`config.mk`:
```
export PLATFORM = sky130hd
export DESIGN_NAME = pipe_hazard_ctrl
export DESIGN_NICKNAME = d
export VERILOG_FILES = /design/src/rtl/cpu_ctrl_pkg.sv /design/src/rtl/load_use_detect.sv /design/src/rtl/pipe_hazard_ctrl.sv
export SDC_FILE = /design/constraint.sdc
export NUM_CORES = 1
export LEC_CHECK = 0
export ABC_AREA = 1
export BUFFER_PORTS_ARGS = -buffer_cell sky130_fd_sc_hd__buf_2
export CAP_MARGIN = 5
export CORE_ASPECT_RATIO = 0.6
export CORE_MARGIN = 2
export CORE_UTILIZATION = 45
export CTS_CLUSTER_DIAMETER = 60
export CTS_CLUSTER_SIZE = 16
export DETAILED_ROUTE_END_ITERATION = 10
export PLACE_DENSITY = 0.71
export SLEW_MARGIN = 10
export SYNTH_ARGS = -nofsm -noshare
export SYNTH_HDL_FRONTEND = slang
export SYNTH_SLANG_ARGS = --single-unit
```
`constraint.sdc`:
```
create_clock -name clk -period 2.14 [get_ports clk]
set_input_delay 0.107 -clock clk [delete_from_list [all_inputs] [get_ports clk]]
set_output_delay 0.107 -clock clk [all_outputs]
set_load 0.02 [all_outputs]
```
`src/rtl/cpu_ctrl_pkg.sv`:
```
// Shared types and constants for the pipeline control path.
package cpu_ctrl_pkg;

    // Hazard sequencer states.
    typedef enum logic [1:0] {
        ST_RUN      = 2'd0,
        ST_MEM_WAIT = 2'd1,
        ST_HALT     = 2'd2
    } state_e;

    // XZR index: reading or writing it never creates a dependency.
    localparam int unsigned ZERO_REG = 31;

    // Per-stage enable and clear controls fanned out to the stage registers.
    typedef struct packed {
        logic pc_en;
        logic ifid_en;
        logic idex_en;
        logic exmem_en;
        logic memwb_en;
        logic ifid_flush;
        logic idex_flush;
        logic exmem_flush;
        logic memwb_bubble;
    } pipe_ctrl_t;

    // Free-running pipeline: every stage advances, nothing is cleared.
    function automatic pipe_ctrl_t ctrl_run();
        pipe_ctrl_t c;
        c              = '0;
        c.pc_en        = 1'b1;
        c.ifid_en      = 1'b1;
        c.idex_en      = 1'b1;
        c.exmem_en     = 1'b1;
        c.memwb_en     = 1'b1;
        return c;
    endfunction

    // Fully frozen pipeline: no stage advances, nothing is cleared.
    function automatic pipe_ctrl_t ctrl_frozen();
        pipe_ctrl_t c;
        c = '0;
        return c;
    endfunction

endpackage

```
`src/rtl/load_use_detect.sv`:
```
// Combinational load-use dependency check between the ID sources and the
// destination of a load sitting in EX.
module load_use_detect #(
    parameter int unsigned REG_W    = 5,
    parameter int unsigned ZERO_REG = 31
) (
    input  logic [REG_W-1:0] rn_id_i,
    input  logic [REG_W-1:0] rm_id_i,
    input  logic             use_rn_id_i,
    input  logic             use_rm_id_i,
    input  logic             memread_ex_i,
    input  logic [REG_W-1:0] rd_ex_i,
    output logic             hazard_o
);

    localparam logic [REG_W-1:0] XZR = REG_W'(ZERO_REG);

    logic rn_match;
    logic rm_match;

    // A hazard exists only for a real (non-XZR) load destination that an
    // ID source actually reads.
    always_comb begin
        rn_match = use_rn_id_i && (rn_id_i == rd_ex_i);
        rm_match = use_rm_id_i && (rm_id_i == rd_ex_i);
        hazard_o = memread_ex_i && (rd_ex_i != XZR) && (rn_match || rm_match);
    end

endmodule

```
`src/rtl/pipe_hazard_ctrl.sv`:
```
// Stall/flush sequencer for the 5-stage pipeline: load-use bubbles,
// taken-branch flushes, data-memory wait stalls with timeout, stall counter.
module pipe_hazard_ctrl #(
    parameter int unsigned REG_W    = 5,
    parameter int unsigned ZERO_REG = cpu_ctrl_pkg::ZERO_REG,
    parameter int unsigned MAX_WAIT = 64,
    parameter int unsigned CNT_W    = 16
) (
    input  logic             clk,
    input  logic             reset,
    input  logic [REG_W-1:0] rn_id,
    input  logic [REG_W-1:0] rm_id,
    input  logic             use_rn_id,
    input  logic             use_rm_id,
    input  logic             memread_ex,
    input  logic [REG_W-1:0] rd_ex,
    input  logic             br_taken_mem,
    input  logic             mem_access_mem,
    input  logic             dmem_ready,
    output logic             pc_en,
    output logic             ifid_en,
    output logic             idex_en,
    output logic             exmem_en,
    output logic             memwb_en,
    output logic             ifid_flush,
    output logic             idex_flush,
    output logic             exmem_flush,
    output logic             memwb_bubble,
    output logic             halted,
    output logic [CNT_W-1:0] stall_cnt
);

    import cpu_ctrl_pkg::*;

    localparam int unsigned      WAIT_W    = $clog2(MAX_WAIT + 1);
    // Wait count at which one more waiting cycle hits the timeout.
    localparam logic [WAIT_W-1:0] WAIT_LAST = WAIT_W'(MAX_WAIT - 1);

    state_e            state_q, state_d;
    logic [WAIT_W-1:0] wait_cnt_q, wait_cnt_d;
    logic [CNT_W-1:0]  stall_cnt_q, stall_cnt_d;
    logic              lu_hazard;
    logic              dmem_wait;
    logic              timeout;
    pipe_ctrl_t        ctrl;

    load_use_detect #(
        .REG_W   (REG_W),
        .ZERO_REG(ZERO_REG)
    ) u_lu (
        .rn_id_i     (rn_id),
        .rm_id_i     (rm_id),
        .use_rn_id_i (use_rn_id),
        .use_rm_id_i (use_rm_id),
        .memread_ex_i(memread_ex),
        .rd_ex_i     (rd_ex),
        .hazard_o    (lu_hazard)
    );

    assign dmem_wait = mem_access_mem && !dmem_ready;
    assign timeout   = dmem_wait && (wait_cnt_q >= WAIT_LAST);

    // State register.
    always_ff @(posedge clk or negedge reset) begin
        if (!reset) state_q <= ST_RUN;
        else        state_q <= state_d;
    end

    // Next-state: HALT is sticky; any outstanding wait parks in MEM_WAIT.
    always_comb begin
        state_d = state_q;
        case (state_q)
            ST_RUN, ST_MEM_WAIT: begin
                if (timeout)        state_d = ST_HALT;
                else if (dmem_wait) state_d = ST_MEM_WAIT;
                else                state_d = ST_RUN;
            end
            ST_HALT: state_d = ST_HALT;
            default: state_d = ST_RUN;
        endcase
    end

    // Output controls by priority: halt, memory wait, branch flush, load-use.
    // While reset is held the pipeline sees free-running controls at once.
    always_comb begin
        ctrl = ctrl_run();
        if (!reset) begin
            ctrl = ctrl_run();
        end else if (state_q == ST_HALT) begin
            ctrl = ctrl_frozen();
        end else if (dmem_wait) begin
            ctrl              = ctrl_frozen();
            ctrl.memwb_en     = 1'b1;
            ctrl.memwb_bubble = 1'b1;
        end else if (br_taken_mem) begin
            ctrl.ifid_flush  = 1'b1;
            ctrl.idex_flush  = 1'b1;
            ctrl.exmem_flush = 1'b1;
        end else if (lu_hazard) begin
            ctrl.pc_en      = 1'b0;
            ctrl.ifid_en    = 1'b0;
            ctrl.idex_flush = 1'b1;
        end
    end

    // Counter next values: wait count tracks consecutive waits; stall count
    // saturates instead of wrapping and freezes once halted.
    always_comb begin
        wait_cnt_d  = wait_cnt_q;
        stall_cnt_d = stall_cnt_q;
        if (state_q != ST_HALT) begin
            if (dmem_wait) wait_cnt_d = wait_cnt_q + 1'b1;
            else           wait_cnt_d = '0;
            if (!ctrl.pc_en && (stall_cnt_q != {CNT_W{1'b1}}))
                stall_cnt_d = stall_cnt_q + 1'b1;
        end
    end

    // Counter registers.
    always_ff @(posedge clk or negedge reset) begin
        if (!reset) begin
            wait_cnt_q  <= '0;
            stall_cnt_q <= '0;
        end else begin
            wait_cnt_q  <= wait_cnt_d;
            stall_cnt_q <= stall_cnt_d;
        end
    end

    assign pc_en        = ctrl.pc_en;
    assign ifid_en      = ctrl.ifid_en;
    assign idex_en      = ctrl.idex_en;
    assign exmem_en     = ctrl.exmem_en;
    assign memwb_en     = ctrl.memwb_en;
    assign ifid_flush   = ctrl.ifid_flush;
    assign idex_flush   = ctrl.idex_flush;
    assign exmem_flush  = ctrl.exmem_flush;
    assign memwb_bubble = ctrl.memwb_bubble;
    assign halted       = (state_q == ST_HALT);
    assign stall_cnt    = stall_cnt_q;

endmodule

```
# Word-level counts from Yosys, hierarchy flattened
# Cells that the tools add are included.
# word_totals
reg_bits	25
in_bits	23
output_inout_bits	26
wordCells	41
# classes
addsub	2
n_lt_le_gt_ge	1
eq_ne	7
muxes	15
reduce_logical	13
# op_table
op	n
$mux 9	2
$add 16x1->16 const B	1
$ne 16x16->1 const B	1
$eq 5x5->1	2
$mux 2	4
$add 7x1->7 const B	1
$ge 7x6->1 const B	1
$logic_and 1x1->1	7
$mux 7	1
$mux 3	2
$mux 1	5
$ne 5x5->1 const B	1
$pmux 2 s2	1
$eq 2x1->1 const B	1
$eq 2x2->1 const B	1
$logic_not 1->1	2
$logic_not 2->1	1
$ne 2x2->1 const B	1
$reduce_and 2->1	1
$reduce_or 2->1	1
$logic_or 1x1->1	1

# Longest topological paths before layout
# Gate-level depths: netlist (run 1).
# logic_depth
word_depth	12
depth_mapped	12
depth_no_buf	11

# By module
# Synthesis (run 1) repeated with hierarchy kept, for this count alone.
# unflattened
hier_cells	277
area_unflattened_um2	1776.7
# modules_own_cells
module	n_inst	cells_each	area_each_um2	seq_area_each_um2
pipe_hazard_ctrl	1	222	1560.2	625.6
load_use_detect	1	55	216.5	0.0

# Worst setup path after synthesis (run 1)
# Ideal clock, no wire load.
# synth_timing
kind	flip-flop to flip-flop
startpoint	register stall_cnt_q[0] (netlist: stall_cnt[0])
endpoint	register stall_cnt_q[6] (netlist: stall_cnt[6])
setup_ps	118
arrival_ps	1684
required_ps	2022
path_slack_ps	338
path_stages_with_launch	13
n_path_buf	1
period_less_slack_ps	1802
cell_sequence	dfrtp_1 ha_1 nand2_1 inv_2 nand2_2 nor2_4 nand2_2 nor2_4 a21oi_4 nand2_8 buf_8 nand2_1 nand2_1
# synth_via
elab_chain_len	3
word_cells_on_any_way	4
classes_between	add/sub: 1; eq/ne: 1; reduce/logical: 2
# synth_rtl
item	line	source
start, declared	pipe_hazard_ctrl.sv:41	logic [CNT_W-1:0] stall_cnt_q, stall_cnt_d;
start signal, assigned	pipe_hazard_ctrl.sv:126	stall_cnt_q <= stall_cnt_d;
parallel branches: the longest is 3 deep, another holds $add 16x1->16	-	
# Parallel ways; which one is timed is not known.
# A chain may end at the register's enable or synchronous reset.

# Worst setup path in the final report (run 1)
# layout_timing
startpoint	register stall_cnt_q[0] (netlist: stall_cnt[0])
endpoint	register stall_cnt_q[7] (netlist: stall_cnt[7])
# Same word-level chain as after synthesis.

==> results of run 1 <==
-- where the power goes --
group,internal (mW),switching [mW],total (mW),leakage [nW]
clock,0.130,0.151,0.282,0.0255
sequential,0.472,0,0.472,0.313
combinational,0.0357,0.0583,0.0940,0.843
total,0.638,0.210,0.848,1.18
-- layout by cell type (no fill, tap or decap), types with 2 or more instances in the layout --
| master | n |
|---|---|
| a21oi_1 | 2 |
| dfrtp_1 | 25 |
| xor2_1 | 11 |
| nand2_1 | 80 |
| xnor2_1 | 5 |
| buf_4 | 2 |
| nor2_4 | 3 |
| inv_2 | 6 |
| nand3_1 | 25 |
| o22ai_1 | 2 |
| buf_2 | 48 |
| o21ai_0 | 3 |
| ha_1 | 2 |
| nor3_1 | 6 |
| nor2_1 | 26 |
| nand4_1 | 3 |
| clkbuf_8 | 3 |
| nand2_2 | 4 |
| inv_1 | 28 |
-- worst max path at each step --
stage	start	cells past startpoint	slack, ns	to
2_1_floorplan	stall_cnt[0]	12	0.34	stall_cnt[6]
3_3_place_gp	stall_cnt[0]	11	0.35	stall_cnt[6]
3_5_place_dp	stall_cnt[0]	11	0.29	stall_cnt[7]
4_1_cts	stall_cnt[0]	11	0.28	stall_cnt[7]
5_1_grt	stall_cnt[0]	11	0.09	stall_cnt[5]
6_report	stall_cnt[0]	11	0.27	stall_cnt[7]
-- sequential cells by signal, indices dropped and copies added, names as in the netlist --
register    cells
wait_cnt_q      7
stall_cnt      16
state_q         2
-- cells in the mapped netlist --
library cell | n | area share (%)
nand3_1 | 25 | 7.3
dfrtp_1 | 25 | 36
nor2_1 | 26 | 5.7
a21oi_1 | 2 | 0.58
inv_1 | 28 | 6.1
nor3b_1 | 1 | 0.44
nand2_4 | 1 | 0.65
a21oi_4 | 1 | 0.95
nor3_1 | 6 | 1.7
nor2_4 | 3 | 2.0
nand2_1 | 80 | 17
buf_2 | 1 | 0.29
o21ai_0 | 3 | 0.87
ha_1 | 2 | 1.5
nand4_1 | 3 | 1.1
o21a_1 | 1 | 0.44
nand2_8 | 1 | 1.2
buf_8 | 1 | 0.87
buf_6 | 1 | 0.65
inv_2 | 6 | 1.3
xnor2_1 | 5 | 2.5
a22o_1 | 1 | 0.51
xor2_1 | 11 | 5.6
o31ai_1 | 1 | 0.44
o22ai_1 | 2 | 0.73
nand2_2 | 4 | 1.5
buf_4 | 3 | 1.3
-- through the flow --
| step | total power [mW] | setup slack [ns] | utilization (%) |
|---|---|---|---|
| 4_1_cts | 0.859 | 0.277 | 55.6 |
| 3_3_place_gp | 0.574 | 0.351 | 54.1 |
| 6_report | 0.848 | 0.273 | 55.6 |
| 3_5_place_dp | 0.575 | 0.287 | 54.1 |
| 2_1_floorplan | 0.530 | 0.338 | - |
| 5_1_grt | 0.898 | 0.0946 | 55.6 |
-- final cells by class --
cell class / count / area [um^2]
fillers: 377 / 1620
multi-input cells: 179 / 912
flip-flops and latches: 25 / 626
repair buffers: 51 / 265
inverters: 34 / 128
well taps: 47 / 58.8
clock buffers: 3 / 41.3
clock inverters: 1 / 5.00
-- cell families (layout without fill, tap and decap cells) --
logic type      Yosys count  after routing  synth area share (%)
buf+inv                  40             89                  10.6
flops                    25             25                  36.4
fa+ha+maj                 2              2                  1.46
xor+xnor                 16             16                  8.15
simple gates            150            150                  38.9
compound gates           11             11                  4.51
-- routing by layer --
metal	up-vias	global-route usage (%)	routed length, um
met1	686	31.0	2080
met2	37	29.5	1450
met4	0	4.84	25
li1	852	-	-
met5	-	0	0
met3	2	4.44	262
-- worst register-to-register path: stages (launching register included) --
cell	delay [ns]
dfrtp_1	0.43
ha_1	0.23
nand2_1	0.09
inv_2	0.05
nand2_2	0.11
nor2_4	0.05
nand2_2	0.09
nor2_4	0.04
a21oi_4	0.31
buf_4	0.25
nand3_1	0.09
nand2_1	0.08
==> results.txt, run 1 <==
Bufs on Longest Clock Path = 2
Setup TNS = 0 ns
RSZ-0062 raised after global routing = no
Worst Path Max Fanout = 9
Die Span Y = 51.9 um
Routed WL per cell = 11.2 um
All-Layer GR Usage = 20.4%
final antenna-violating net count = 0
CP peak stage delay = 0.43 ns
Hold EP = state_q[0]
HP Class = in -> reg
Synth Cell Area = 0.00172 mm^2
Slew Viols, Final = 0
crit path DAT = 2.09 ns
hold path startpoint = dmem_ready
layout cells sized above 1 = 23.9%
setup bufs post-CTS = 0
CTS resizes = 0
MaxCap Viol Count = 0
Die W = 83.8 um
total wire length = 3820 um
gr ovfl total = 0
Post-Place Cells = 335
first-pass GRT wire length = 6960 um
Critical Path RT = 2.36 ns
Crit Path Category = reg -> reg
I/O pins = 49
# rows = 17
TritonCTS clock tree = built
clock root buffer = clkbuf_8
H-tree Lvls = 1
Reg2Reg Depth = 11
CP max stage cell = dfrtp_1
number of diodes = 0
Synth Area per Inst = 7.05 um^2
vias per cell = 4.64
Final Skew = 0.0127 ns
pwr dens = 416 mW/mm^2
RePlAce Congestion = 0.835
Crit path buffers/inverters = 2
Layout Nets = 319
Synth Register Bits = 25
Tcrit/Tclk final = 87.3%
die footprint = 0.00435 mm^2
Layout Area Growth over Synthesis = 18.4%
via count = 1577
CP top delay family = simple AND/OR/NAND/NOR gates
Worst-Margin Slew = 0.355 ns
Mapped Nets = 269
fin crit period = 1.87 ns
sequential fraction of the synthesis area = 36.4%
Slew headroom = 76.3%
status = finished clean
clock sinks = 25
CTS Buf Count = 3
flop2flop setup slack = 0.27 ns
DR iter-0 viols = 137
largest net degree at the start of global routing = 19
DR pass1 iterations = 4
Netlist cell types = 27
final instance area = 0.00204 mm^2
worst r2r src = stall_cnt[0]
cells after synthesis = 244
Synth Warn # = 0
hold path depth = 4
f_max = 0.535 GHz
crit-path cells = ha_1 -> nand2_1 -> inv_2 -> nand2_2 -> nor2_4 -> nand2_2 -> nor2_4 -> a21oi_4 -> buf_4 -> nand3_1 -> nand2_1
vias in the first global route = 1499
clk_lat worst skew = 0.27 ns
DR DRC count = 0
reg-to-reg endpoint = stall_cnt[7]
Leakage = 1.18 nW
Placeable Area = 0.00366 mm^2
type of origin of the critical path = register
VDD IR-drop max = 0.000267 V
Fin Hold WS = 0.0989 ns
Initial Util = 47.0%
initial antenna violation count = 0
HPWL Detailed = 2990 um
final hold violations = 0
DP Area = 0.00198 mm^2
IO buf count = 48
post-route insts no fill = 340
setup violators final = 0
Hold-fix buffers, CTS = 1
Critical Path Sink Type = register
clk slew on worst S/H paths = 0.09 ns
(Power assumes the default switching activity.)
==> inputs of run 2 (changes only) <==
BUFFER_PORTS_ARGS = default   (was -buffer_cell sky130_fd_sc_hd__buf_2)
DONT_BUFFER_PORTS = 1   (was default)
GPL_ROUTABILITY_DRIVEN = 0   (was default)
PLACE_DENSITY = default   (was 0.71)
==> run 2 against run 1 <==
Against the previous run: power down 2.1%; register-to-register slack worse by 0.04 ns; non-clock buffer count down 36; highest routed layer is now met3; critical path type unchanged; clock power up 2%; via count down 8.1%.
==> results.txt, run 2 (synthesis gave the netlist of run 1 again) <==
Slew Viols, Final = 0 (unchanged)
HPWL Detailed = 2930 um (was 2990 um)
most frequent cells in the layout = nand2_1 (80), inv_1 (28), nor2_1 (26) (was nand2_1 (80), buf_2 (48), inv_1 (28))
total wire length = 3840 um (was 3820 um)
final hold violations = 0 (unchanged)
clk_lat worst skew = 0.28 ns (was 0.27 ns)
setup violators final = 0 (unchanged)
initial antenna violation count = 0 (unchanged)
pwr dens = 437 mW/mm^2 (was 416 mW/mm^2)
setup bufs post-CTS = 0 (unchanged)
Slew headroom = 58.3% (was 76.3%)
DR iter-0 viols = 95 (was 137)
most common cell after layout, fill and taps aside = nand2_1 (unchanged)
Critical Path RT = 2.30 ns (was 2.36 ns)
clock root buffer = clkbuf_8 (unchanged)
status = finished clean (unchanged)
CTS Buf Count = 3 (unchanged)
Post-Place Cells = 297 (was 335)
I/O pins = 49 (unchanged)
Crit Path Category = reg -> reg (unchanged)
type of origin of the critical path = register (unchanged)
Final Skew = 0.00983 ns (was 0.0127 ns)
All-Layer GR Usage = 19.8% (was 20.4%)
Sw Share = 24.7% (about the same)
final instance area = 0.00190 mm^2 (was 0.00204 mm^2)
Initial Util = 47.0% (unchanged)
fin util = 51.9% (was 55.6%)
Int Pwr = 0.625 mW (was 0.638 mW)
final antenna-violating net count = 0 (unchanged)
Tcrit/Tclk final = 89.0% (was 87.3%)
f_max = 0.525 GHz (was 0.535 GHz)
Fill cells = 378 (was 377)
CTS resizes = 0 (unchanged)
fin crit period = 1.90 ns (was 1.87 ns)
HP Class = in -> reg (unchanged)
clk slew on worst S/H paths = 0.10 ns (was 0.09 ns)
max reg flops = 16 (unchanged)
Seq pwr share = 56.8% (was 55.7%)
Fin Hold WS = 0.0355 ns (was 0.0989 ns)
Layout Area Growth over Synthesis = 10.6% (was 18.4%)
DP Area = 0.00181 mm^2 (was 0.00198 mm^2)
number of diodes = 0 (unchanged)
RSZ-0062 raised after global routing = no (unchanged)
DR DRC count = 0 (unchanged)
die footprint = 0.00435 mm^2 (unchanged)
Worst Path Max Fanout = 17 (was 9)
Worst-Margin Slew = 0.620 ns (was 0.355 ns)
vias in the first global route = 1419 (was 1499)
combinational share of power = 8.4% (was 11.1%)
Tot Pwr = 0.830 mW (was 0.848 mW)
dpl ws = 0.228 ns (was 0.287 ns)
Critical Path Sink Type = register (unchanged)
crit path DAT = 2.07 ns (was 2.09 ns)
switching pwr = 0.205 mW (was 0.210 mW)
layout cells sized above 1 = 12.8% (was 23.9%)
VDD IR-drop max = 0.000235 V (was 0.000267 V)
gr ovfl total = 0 (unchanged)
Setup TNS = 0 ns (unchanged)
Leakage = 1.03 nW (was 1.18 nW)
post-route insts no fill = 304 (was 340)
Placeable Area = 0.00366 mm^2 (unchanged)
# rows = 17 (unchanged)
MaxCap Viol Count = 0 (unchanged)
Die W = 83.8 um (unchanged)
largest net degree at the start of global routing = 26 (was 19)
TritonCTS clock tree = built (unchanged)
Die Span Y = 51.9 um (unchanged)
worst setup margin = 0.235 ns (was 0.273 ns)
clock sinks = 25 (unchanged)
via count = 1449 (was 1577)
IO buf count = 0 (was 48)
H-tree Lvls = 1 (unchanged)
Layout Nets = 283 (was 319)
Bufs on Longest Clock Path = 2 (unchanged)
DR pass1 iterations = 6 (was 4)
vias per cell = 4.77 (was 4.64)
Hold-fix buffers, CTS = 3 (was 1)
Clk network pwr share = 34.7% (was 33.2%)
first-pass GRT wire length = 6700 um (was 6960 um)
Routed WL per cell = 12.6 um (was 11.2 um)
run 2: cell count changes in the layout (fill, tap and decap cells not counted):
cell           change
buf_2             -48
buf_4             +10
buf_12             +1
dlygate4sd3_1      +1
run 2: routing by layer:
metal  vias to the layer above  track usage [%]  routed length (um)
met4                         0             4.84                   0
met3                         0             5.24                 238
li1                        779                -                   -
met1                       638             31.1                2250
met2                        32             26.4                1350
met5                         -                0                   0
run 2: worst paths after layout:
path | start | end | slack [ns] | cells past startpoint
setup / recovery | stall_cnt[0] | stall_cnt[3] | 0.24 | 11
hold / removal | mem_access_mem | state_q[0] | 0.04 | 4
setup reg to reg | stall_cnt[0] | stall_cnt[3] | 0.24 | 11
hold reg to reg | state_q[1] | state_q[0] | 0.50 | 1
max in group asynchronous | reset | stall_cnt[3] | 1.73 | 2
min in group asynchronous | reset | state_q[1] | 0.25 | 2
run 2: final cells by class:
cell class | count | area, um^2 | area share, %
clock buffers | 3 | 41.3 | 2.17
clock inverters | 1 | 5.00 | 0.263
inverters | 34 | 128 | 6.71
multi-input cells | 179 | 912 | 48.0
flip-flops and latches | 25 | 626 | 32.9
well taps | 47 | 58.8 | 3.09
repair buffers | 15 | 130 | 6.85
run 2: power groups by stage:
stage	logic [mW]	registers [mW]	clock network, mW
after floorplan	0.0490	0.481	0
after global placement	0.0524	0.481	0
after detailed placement	0.0532	0.481	0
after CTS	0.0707	0.472	0.305
after global routing	0.0813	0.472	0.328
final	0.0698	0.472	0.288
run 2: worst max-delay path: stages, from the launching register on:
cell and delay, ns:
dfrtp_1 0.39, ha_1 0.21, nand2_1 0.09, inv_2 0.05, nand2_2 0.11, nor2_4 0.05
nand2_2 0.10, nor2_4 0.04, a21oi_4 0.45, nand2_8 0.16, nand2_1 0.09, nand2_1 0.05
